`config.mk`:
```
export PLATFORM = sky130hd
export DESIGN_NAME = spi_arbiter
export DESIGN_NICKNAME = d
export VERILOG_FILES = /design/src/rtl/spi_arb_pkg.sv /design/src/rtl/spi_arb_rr.sv /design/src/rtl/spi_arbiter.sv
export SDC_FILE = /design/constraint.sdc
export NUM_CORES = 1
export LEC_CHECK = 0
export ABC_AREA = 0
export CELL_PAD_IN_SITES_DETAIL_PLACEMENT = 1
export CELL_PAD_IN_SITES_GLOBAL_PLACEMENT = 1
export CORE_MARGIN = 2
export CORE_UTILIZATION = 29
export DETAILED_ROUTE_END_ITERATION = 6
export PLACE_DENSITY = 0.74
export SETUP_SLACK_MARGIN = 0.5
export SLEW_MARGIN = 0
export SYNTH_ARGS = -nofsm -noshare
export SYNTH_HDL_FRONTEND = slang
export SYNTH_SLANG_ARGS = --single-unit
```
`constraint.sdc`:
```
create_clock -name raw_clk -period 1.9 [get_ports raw_clk]
set_input_delay 0.285 -clock raw_clk [delete_from_list [all_inputs] [get_ports raw_clk]]
set_output_delay 0.285 -clock raw_clk [all_outputs]
set_load 0.05 [all_outputs]
```
`src/rtl/spi_arb_pkg.sv`:
```
// spi_arb_pkg: shared types and defaults for the SPI engine arbiter.
// State encoding, requester ids and parameter defaults.
package spi_arb_pkg;

  typedef enum logic [2:0] {
    IDLE,
    SETUP,
    START,
    XFER,
    DONE,
    HOLD,
    GAP
  } state_t;

  localparam logic REQ_CPU  = 1'b0;
  localparam logic REQ_POLL = 1'b1;

  localparam int CS_GAP_DEF       = 4;
  localparam int HOLD_TIMEOUT_DEF = 1024;

endpackage

```
`src/rtl/spi_arb_rr.sv`:
```
// spi_arb_rr: two-way round-robin picker.
// When both request, the one not served last wins.
module spi_arb_rr (
  input  logic req0,
  input  logic req1,
  input  logic last_id,
  output logic win_id
);
  import spi_arb_pkg::*;

  // pick the winner from the requests and last-served id
  always_comb begin
    win_id = REQ_CPU;
    unique case (1'b1)
      (req0 & req1):  win_id = ~last_id;
      (req1 & ~req0): win_id = REQ_POLL;
      default:        win_id = REQ_CPU;
    endcase
  end

endmodule

```
`src/rtl/spi_arbiter.sv`:
```
// spi_arbiter: shares one SPI master engine between two requesters.
// Optional macro SPI_ARB_TIMEOUT_EN: force burst release after idle HOLD.
module spi_arbiter #(
  parameter int CS_GAP       = spi_arb_pkg::CS_GAP_DEF,
  parameter int HOLD_TIMEOUT = spi_arb_pkg::HOLD_TIMEOUT_DEF
) (
  input  logic        raw_clk,
  input  logic        reset,
  input  logic        req0,
  input  logic        req1,
  input  logic [15:0] tx0,
  input  logic [15:0] tx1,
  input  logic        w16_0,
  input  logic        w16_1,
  input  logic        last0,
  input  logic        last1,
  output logic        ack0,
  output logic        ack1,
  output logic        done0,
  output logic        done1,
  output logic [7:0]  rx_data,
  output logic        cs0_n,
  output logic        cs1_n,
  output logic        spi_start,
  output logic        spi_width_16,
  output logic [15:0] spi_data_tx,
  input  logic        spi_busy,
  input  logic [7:0]  spi_data_rx,
  output logic        busy
);
  import spi_arb_pkg::*;

  state_t      state_q, state_d;
  logic        owner_q, last_srv_q;
  logic        win_id, acc_id, accept;
  logic [15:0] tx_q;
  logic        w16_q, last_q;
  logic [7:0]  rx_q, gap_q;
  logic        own_req, gap_end, cs_on;
`ifdef SPI_ARB_TIMEOUT_EN
  logic [15:0] hold_q;
  logic        hold_end;
`endif

  spi_arb_rr u_rr (
    .req0    (req0),
    .req1    (req1),
    .last_id (last_srv_q),
    .win_id  (win_id)
  );

  assign own_req = owner_q ? req1 : req0;
  assign gap_end = (gap_q == 8'(CS_GAP - 1));
`ifdef SPI_ARB_TIMEOUT_EN
  assign hold_end = (hold_q == 16'(HOLD_TIMEOUT - 1));
`endif

  // next state and word acceptance
  always_comb begin
    state_d = state_q;
    accept  = 1'b0;
    acc_id  = owner_q;
    unique case (state_q)
      IDLE: begin
        if (!spi_busy && (req0 || req1)) begin
          accept  = 1'b1;
          acc_id  = win_id;
          state_d = SETUP;
        end
      end
      SETUP: state_d = START;
      START: if (spi_busy) state_d = XFER;
      XFER:  if (!spi_busy) state_d = DONE;
      DONE:  state_d = last_q ? GAP : HOLD;
      HOLD: begin
        if (own_req) begin
          accept  = 1'b1;
          state_d = START;
        end
`ifdef SPI_ARB_TIMEOUT_EN
        else if (hold_end) state_d = GAP;
`endif
      end
      GAP:     if (gap_end) state_d = IDLE;
      default: state_d = IDLE;
    endcase
  end

  assign cs_on = state_q inside {SETUP, START, XFER, DONE, HOLD};

  assign ack0         = accept & ~acc_id;
  assign ack1         = accept & acc_id;
  assign done0        = (state_q == DONE) & ~owner_q;
  assign done1        = (state_q == DONE) & owner_q;
  assign cs0_n        = ~(cs_on & ~owner_q);
  assign cs1_n        = ~(cs_on & owner_q);
  assign spi_start    = (state_q == START) & ~spi_busy;
  assign spi_width_16 = w16_q;
  assign spi_data_tx  = tx_q;
  assign rx_data      = rx_q;
  assign busy         = (state_q != IDLE);

  // state register
  always_ff @(posedge raw_clk or posedge reset) begin
    if (reset) state_q <= IDLE;
    else       state_q <= state_d;
  end

  // latch the accepted word and its owner
  always_ff @(posedge raw_clk or posedge reset) begin
    if (reset) begin
      owner_q <= REQ_CPU;
      tx_q    <= '0;
      w16_q   <= 1'b0;
      last_q  <= 1'b0;
    end else if (accept) begin
      owner_q <= acc_id;
      tx_q    <= acc_id ? tx1 : tx0;
      w16_q   <= acc_id ? w16_1 : w16_0;
      last_q  <= acc_id ? last1 : last0;
    end
  end

  // capture the received byte as the engine goes idle
  always_ff @(posedge raw_clk or posedge reset) begin
    if (reset)
      rx_q <= '0;
    else if (state_q == XFER && !spi_busy)
      rx_q <= spi_data_rx;
  end

  // round-robin pointer follows the owner once cs is released
  always_ff @(posedge raw_clk or posedge reset) begin
    if (reset)                last_srv_q <= REQ_POLL;
    else if (state_q == GAP)  last_srv_q <= owner_q;
  end

  // cs high gap counter
  always_ff @(posedge raw_clk or posedge reset) begin
    if (reset)                gap_q <= '0;
    else if (state_q != GAP)  gap_q <= '0;
    else if (gap_end)         gap_q <= '0;
    else                      gap_q <= gap_q + 8'd1;
  end

`ifdef SPI_ARB_TIMEOUT_EN
  // idle cycles inside a burst
  always_ff @(posedge raw_clk or posedge reset) begin
    if (reset)                 hold_q <= '0;
    else if (accept)           hold_q <= '0;
    else if (state_q == HOLD)  hold_q <= hold_q + 16'd1;
  end
`endif

endmodule
```
# Word level (Yosys, flattened, before mapping)

Cells that the tools add are included.

Bits in registers: 39
Input port bits: 49
Word-level logic and storage cells: 65
Output and inout bits: 33

$add $sub $neg: 1
Multiplexer cells: 19
Bitwise gates (word level): 16
Reduce and logical (&&, ||, !) cells: 8
Equal/unequal tests: 13

Operators by type and width:

| kind                                                | number |
|---|---|
| case mux 3 bit (7 select lines)                     | 1 |
| 2-to-1 mux 16 bit                                   | 1 |
| 2-to-1 mux 8 bit                                    | 2 |
| 2-to-1 mux 3 bit                                    | 5 |
| != test 2 bit, second input constant                | 5 |
| AND 1 bit                                           | 9 |
| equality test 3 bit, second input constant          | 3 |
| adder 8 x 1 -> 8 bit, second input constant         | 1 |
| equality test 8 x 2 -> 1 bit, second input constant | 1 |
| 2-to-1 mux 1 bit                                    | 7 |
| NOT 1 bit                                           | 7 |
| equality test 3 x 2 -> 1 bit, second input constant | 2 |
| AND reduction 5 bit                                 | 1 |
| nonzero test 5 bit                                  | 1 |
| case mux 1 bit (2 select lines)                     | 2 |
| equality test 3 x 1 -> 1 bit, second input constant | 1 |
| zero test 3 bit                                     | 1 |
| != test 3 bit, second input constant                | 1 |
| nonzero test 3 bit                                  | 1 |
| logical AND 1 bit                                   | 2 |
| 2-to-1 mux 2 bit                                    | 1 |
| zero test 1 bit                                     | 1 |
| logical OR 1 bit                                    | 1 |

# Longest topological paths before layout

Gate-level depths: netlist (run 1).

Depth after elaboration: 7
Depth in mapped cells: 7
Mapped depth without buffers: 5

# Hierarchy

From an unflattened synthesis (run 1), not the netlist that was laid out.

Cells, all modules: 202
Area total of the unflattened synthesis: 2109.5 µm²

Modules (own cells, without submodules):

| module      | sequential area each (µm²) | area an instance (µm²) | cells an instance | instances |
|---|---|---|---|---|
| spi_arbiter | 977.2                      | 2098.3                 | 201               | 1 |
| spi_arb_rr  | 0.0                        | 11.3                   | 1                 | 1 |

# Least setup slack after synthesis (run 1)

Ideal clock, no wire load.

Kind: register -> output
From: reg state_q[1]
To: out spi_start
Required time: 1.615 ns
Path slack: -0.751 ns
Cell stages (with the launch flop): 3
Buffers on the path: 1
Arrival: 2.366 ns
Cells stage by stage: dfrtp_1 > clkbuf_1 > nor4b_1

Cells in the longest elaborated chain, start to end: 2

RTL lines:

| item                         | RTL line           | source |
|---|---|---|
| from (decl)                  | spi_arbiter.sv:33  | `state_t state_q, state_d;` |
| from (signal assigned)       | spi_arbiter.sv:106 | `else state_q <= state_d;` |
| equality test 3 x 2 -> 1 bit | spi_arbiter.sv:97  | `assign spi_start = (state_q == START) & ~spi_busy;` |
| AND 1 bit                    | spi_arbiter.sv:97  |  |
| to (decl)                    | spi_arbiter.sv:24  | `output logic spi_start,` |

No other way between the ends.

# Worst setup path after layout (run 1)

From: reg state_q[2]
To: out ack0

Cells in the longest elaborated chain, start to end: 4
Elaborated cells on any way between the ends: 6
Classes of those cells: eq/ne (1); mux (2); bitwise (2); reduce/logical (1)

RTL lines:

| item                                                        | RTL line          | source |
|---|---|---|
| branches (longest 3 deep; another with equality test 3 bit) | -                 |  |
| AND 1 bit (*)                                               | spi_arbiter.sv:91 | `assign ack0 = accept & ~acc_id;` |
| to (decl)                                                   | spi_arbiter.sv:17 | `output logic ack0,` |

Mark *: on every way between the ends.

==> results_dict.tcl, run 1 <==
set metrics [dict create \
    outcome "complete, but fails checks" \
    violations "setup timing" \
    cts_htree_levels 2 \
    compound_cell_area_share_of_the_yosys_netlist_pct 16.3 \
    layout_commonest_cell "clkdlybuf4s50_1" \
    static_leak_nw 1.52 \
    drv.max_cap_violation_count 0 \
    timing.critical_path.arrival_ns 1.70 \
    global_route_wire_length_before_repair_um 11400 \
    clock_sink_count 39 \
    postRouteWirelength_um 7830 \
    grt.overflow.total 0 \
    syn2layout_area_growth_pct 83.1 \
    crit_path_end_kind "primary output" \
    r2r_start "state_q[2]" \
    power.clock.fraction_pct 9.5 \
    holdWs_ns 0.441 \
    switchingPower_mw 3.14 \
    global_route.peak_usage_layer "met2" \
    clock-root-buffer "clkbuf_8" \
    postLayoutCellArea_um2 3760 \
    timing.slew.headroom_pct 65.8 \
    drv_slew 0 \
    post-route-drc-count 0 \
    placed_instance_area_um2 3260 \
    cts_max_path_buffers 2 \
    clkLatencyLatePin_ns 0.30 \
    synthCells 214 \
    synth-edff-count 0 \
    nNetsFinal 376 \
    power.total_mw 6.60 \
    io_pins 82 \
    gp_congestion 0.782 \
    hold_viol 0 \
    total_neg_setup_slack_ns -0.130 \
    drt-initial-drc-count 120 \
    seq_area_frac_synth_pct 47.6 \
    layout.cells.non_filler 423 \
    slowest_stage "or4_4" \
    post_drt_wl_per_cell_um 18.5 \
    vdd.ir_drop.worst_mv 0.699 \
    timing.rr.end "spi_data_tx[11]" \
    finalClockSkew_ns 0.00924 \
    final_layout_size_suffix_gt1_share_pct 38.8 \
    rsz_0062_raised_after_global_routing "yes" \
    yosysWarnings 0 \
    core_footprint_um2 6830 \
    setup_ws_ns -0.0871 \
    floorplan.rows 30 \
    pwr-share-comb_pct 68.5 \
    cp_data_required_time_ns 1.62 \
    ys_types 43 \
    ff2ff_path_depth 6 \
    rrSetupSlack_ns 0.03 \
    clk_pin_slew_ns 0.08 \
    sequentialPowerShare_pct 22.0 \
    drt-vias-per-instance 5.24 \
    finish.utilization_pct 55.0 \
    cpLargestDelayFamily "simple AND/OR/NAND/NOR gates" \
    insertedDiodeCount 0 \
    use_met2_pct 34.6 \
    initial_cell_density_of_the_core_pct 30.1 \
    cts_inserted_buffers 5 \
    use_met1_pct 23.1 \
    critPathBufInv 1 \
    placed_cells_incl_taps 394 \
    worstSetupStartpointType "register" \
    synth_simple_gate_area_share_pct 22.9 \
    synth.area.mux_share_pct 4.94 \
    detailedPlacementHpwl_um 4940 \
    synth_flop_cell "dfrtp_1" \
    final-setup-viol-count 4 \
    die_y_um 88.1 \
    synth_top_family_by_area "simple AND/OR/NAND/NOR gates" \
    power_internal_mw 3.46 \
    synth_async_sr_flop_share_pct 100 \
    initial_antenna_violation_count 0 \
    die_w_um 88.1 \
    switching_fraction_pct 47.6 \
    die_area_um2 7770 \
    critical_path.cell_chain "or4_4 -> a21oi_2 -> o21a_2 -> buf_12" \
    worst_hold_path_type "input pin to async pin" \
    worst-path-max-fanout 4 \
    clock.fmax_mhz 503 \
    synthAdderAreaFrac_pct 0.609 \
    postSynthNetCount 264 \
    synthXorXnorAreaFrac_pct 2.56 \
    power.density_cell_area_nw_per_um2 1760 \
    dpl_worst_slack_ns -0.135 \
    final_period_minus_worst_setup_slack_ns 1.99 \
    via_count_of_the_first_global_routing_pass 2311 \
    path_class "register to primary output" \
    synthesis.area_per_instance_um2 9.59 \
    antenna_left 0 \
    grt.total_usage_pct 19.1 \
    synth_seq_cells 39 \
    fillCellCount 744 \
    worstMarginPinSlew_ns 0.514 \
    worst_path_largest_cell_delay_ns 0.55 \
    maximum_number_of_pins_on_one_net_before_global_route_repair 40 \
    layout_common_cells "clkdlybuf4s50_1 (47), dfrtp_1 (35), clkdlybuf4s15_2 (25)" \
    num_vias 2216 \
    timing.critical_path.depth 4 \
    tritoncts "done" \
    met3_usage_pct 3.49 \
    cts.hold.buffers_added 0 \
    period_share_pct 105 \
    io_buffers 81 \
    first_pass_iters 4 \
    synthesis.area_um2 2050 \
]
[cell families (layout without fill, tap and decap cells)]
logic type	Yosys count	count (layout)
fa+ha+maj	1	1
mux	9	9
flops	39	39
simple gates	83	83
compound gates	53	53
xor+xnor	6	6
buf+inv	23	136
[how the worst max path moves through the flow]
stage,from,end
2_1_floorplan,state_q[0],last_q
3_3_place_gp,spi_busy,spi_data_tx[3]
3_5_place_dp,spi_busy,spi_data_tx[11]
4_1_cts,state_q[1],ack0
5_1_grt,state_q[2],ack0
6_report,state_q[2],ack0
[worst register-to-register path, cell delays in order (launching register included)]
cell and delay, ns:
dfrtp_2 0.44, or4_4 0.56, buf_4 0.17, a21boi_4 0.18
or2_4 0.18, buf_6 0.13, a31oi_1 0.09
[synth_stat cells, types with 6 or more instances]
cell | count | area (um^2)
nor2_1 | 13 | 48.8
a31oi_1 | 18 | 113
clkbuf_1 | 7 | 26.3
nand4_1 | 18 | 113
dfrtp_1 | 38 | 951
nand2_1 | 7 | 26.3
nand3_1 | 6 | 30.0
buf_2 | 6 | 30.0
nor3_1 | 20 | 100
o21ai_0 | 21 | 105
mux2_2 | 9 | 101
[per-layer routing]
| layer | up-vias | wire [um] |
|---|---|---|
| met1 | 1100 | 3270 |
| met5 | - | 0 |
| met4 | 0 | 145 |
| met2 | 81 | 3930 |
| met3 | 14 | 484 |
| li1 | 1021 | - |
[final cells by class]
cell class	instances	area, um^2	area share (%)
multi-input combinational	152	1170	31.1
inverter	5	22.5	0.599
timing repair buffer	123	1370	36.4
clock buffer	8	100	2.66
tap	96	120	3.20
sequential	39	981	26.1
[power groups by stage]
stage | Combinational, mW | Sequential, mW | Clock (mW)
2_1_floorplan | 1.59 | 2.34 | 0
3_3_place_gp | 3.85 | 1.45 | 0
3_5_place_dp | 3.92 | 1.47 | 0
4_1_cts | 4.28 | 1.44 | 0.637
5_1_grt | 4.78 | 1.49 | 0.669
6_report | 4.52 | 1.45 | 0.627
[state kept, by name, summed over array words and instances, names as in the netlist, named ones only]
register and flops:
gap_q 8, last_q 1, rx_data 8, state_q 3, spi_data_tx 16, spi_width_16 1, last_srv_q 1
[repair_timing]
item,in CTS,in global routing
cloned,1,0
resized for setup,106,26
setup endpoints to repair,71,46
buffers inserted,12,8
pin swaps,6,12
(Power assumes the default switching activity.)
==> run 2: changes to the inputs <==
--- a/config.mk
+++ b/config.mk
@@ -11,6 +11,7 @@
 export CORE_MARGIN = 2
 export CORE_UTILIZATION = 29
 export DETAILED_ROUTE_END_ITERATION = 6
+export GPL_TIMING_DRIVEN = 0
 export PLACE_DENSITY = 0.74
 export SETUP_SLACK_MARGIN = 0.5
 export SLEW_MARGIN = 0
==> run 2 against run 1 <==
Effect of this change: the run still ends with setup timing left; combinational power rose by 12%; clock power fell by 9.6%; sequential power barely moved; critical path type unchanged; clock skew fell by 0.0013 ns.
==> results_dict.tcl, run 2 (same netlist as run 1, synthesis figures left out) <==
set metrics [dict create \
    outcome "complete, but fails checks" \
    violations "setup timing" \
    timing.rr.end "spi_data_tx[15]" \
    path_class "register to primary output" \
    layout_commonest_cell "clkdlybuf4s50_1" \
    core_footprint_um2 6830 \
    grt.overflow.total 0 \
    antenna_left 0 \
    placed_cells_incl_taps 391 \
    cp_data_required_time_ns 1.62 \
    die_y_um 88.1 \
    initial_cell_density_of_the_core_pct 30.1 \
    cts_htree_levels 2 \
    drt-initial-drc-count 120 \
    post_drt_wl_per_cell_um 20.6 \
    static_leak_nw 1.62 \
    final_period_minus_worst_setup_slack_ns 2.05 \
    floorplan.rows 30 \
    clock.fmax_mhz 489 \
    power.clock.fraction_pct 8.0 \
    largest_register_ffs 16 \
    period_share_pct 108 \
    power.total_mw 7.10 \
    finish.utilization_pct 59.0 \
    die_area_um2 7770 \
    final_layout_size_suffix_gt1_share_pct 44.8 \
    cts_max_path_buffers 2 \
    layout_common_cells "clkdlybuf4s50_1 (47), dfrtp_1 (35), clkdlybuf4s15_2 (24)" \
    io_buffers 81 \
    io_pins 82 \
    detailedPlacementHpwl_um 4740 \
    initial_antenna_violation_count 0 \
    power.density_cell_area_nw_per_um2 1760 \
    timing.slew.headroom_pct 42.7 \
    layout.cells.non_filler 442 \
    post-route-drc-count 0 \
    clock-root-buffer "clkbuf_8" \
    num_vias 2347 \
    nNetsFinal 396 \
    crit_path_end_kind "primary output" \
    timing.critical_path.arrival_ns 1.76 \
    register_area_um2 981 \
    cts.hold.buffers_added 0 \
    power_internal_mw 3.64 \
    drt-vias-per-instance 5.31 \
    vdd.ir_drop.worst_mv 0.971 \
    final-setup-viol-count 24 \
    rsz_0062_raised_after_global_routing "yes" \
    global_route_wire_length_before_repair_um 12600 \
    grt.total_usage_pct 21.5 \
    worstSetupStartpointType "register" \
    insertedDiodeCount 0 \
    maximum_number_of_pins_on_one_net_before_global_route_repair 40 \
    hold_viol 0 \
    clk_pin_slew_ns 0.08 \
    switching_fraction_pct 48.7 \
    cts_inserted_buffers 5 \
    syn2layout_area_growth_pct 96.2 \
    total_neg_setup_slack_ns -2.13 \
    rrSetupSlack_ns -0.13 \
    critical_path.cell_chain "or4_4 -> a21oi_2 -> o21a_2 -> buf_6" \
    tritoncts "done" \
    gp_congestion 0.759 \
    ff2ff_path_depth 10 \
    switchingPower_mw 3.45 \
    slowest_stage "or4_4" \
    finalClockSkew_ns 0.00797 \
    worst_hold_path_type "input pin to async pin" \
    multi_input_gate_area_in_the_final_layout_um2 1250 \
    pwr-share-comb_pct 71.2 \
    r2r_start "state_q[0]" \
    drv.max_cap_violation_count 0 \
    postRouteWirelength_um 9100 \
    drv_slew 0 \
    setup_ws_ns -0.145 \
    clkLatencyLatePin_ns 0.30 \
    worst-path-max-fanout 3 \
    die_w_um 88.1 \
    clock_sink_count 39 \
    worst_path_largest_cell_delay_ns 0.57 \
    via_count_of_the_first_global_routing_pass 2587 \
    worstMarginPinSlew_ns 0.858 \
    fillCellCount 719 \
    sequentialPowerShare_pct 20.8 \
    first_pass_iters 4 \
]
-- run 2: final cells by class --
| class | instances | area share [%] |
|---|---|---|
| buffer | 18 | 5.59 |
| inverter | 5 | 0.559 |
| timing repair buffer | 125 | 33.6 |
| sequential | 39 | 24.3 |
| clock buffer | 7 | 1.89 |
| multi-input combinational | 152 | 31.0 |
| tap | 96 | 2.98 |
-- run 2: metal layers --
layer  up-vias  track usage (%)  share of wire [%]
met3        18             4.81                4.9
met2        85             37.6                 53
met5         -                0                  0
li1       1058                -                  -
met4         0             11.3                1.7
met1      1186             24.3                 40
-- run 2: timing repair --
item / in CTS / in global routing
resized for setup: 187 / 54
buffers inserted: 24 / 17
pin swaps: 7 / 16
cloned: 3 / 0
endpoints found under the setup margin: 71 / 47
-- run 2: power by group through the flow --
stage                     logic [mW]  clock network (mW)  registers, mW
after floorplan                 1.59                   0           2.34
after global placement          3.60                   0           1.43
after detailed placement        3.66                   0           1.45
after CTS                       4.40               0.552           1.42
after global routing            5.30               0.594           1.51
final                           5.06               0.567           1.47
-- run 2: worst max-delay path by stage --
stage / from / endpoint / slack [ns]
global placement: spi_busy / ack0 / -0.89
detailed placement: spi_busy / ack0 / -0.93
finish: state_q[2] / ack0 / -0.15
floorplan: state_q[0] / last_q / 0.12
global route: state_q[0] / spi_data_tx[15] / -0.24
CTS: state_q[2] / ack0 / -0.13
-- run 2: stage by stage --
stage / hold slack (ns) / area (um^2) / setup WS [ns]
final: 0.485 / 4030 / -0.145
after global routing: 0.530 / 4030 / -0.238
after CTS: 0.512 / 3670 / -0.128
after detailed placement: 0.499 / 3090 / -0.927
after global placement: 0.488 / 3090 / -0.886
after floorplan: 0.437 / 2160 / 0.119
-- run 2: worst max-delay path: cells and delay by family, from the launching register on --
family | cells | cell delay [ns]
and+or+nand+nor | 1 | 0.57
DFF | 1 | 0.47
AOI/OAI and AO/OA | 2 | 0.27
buffers and inverters | 1 | 0.15
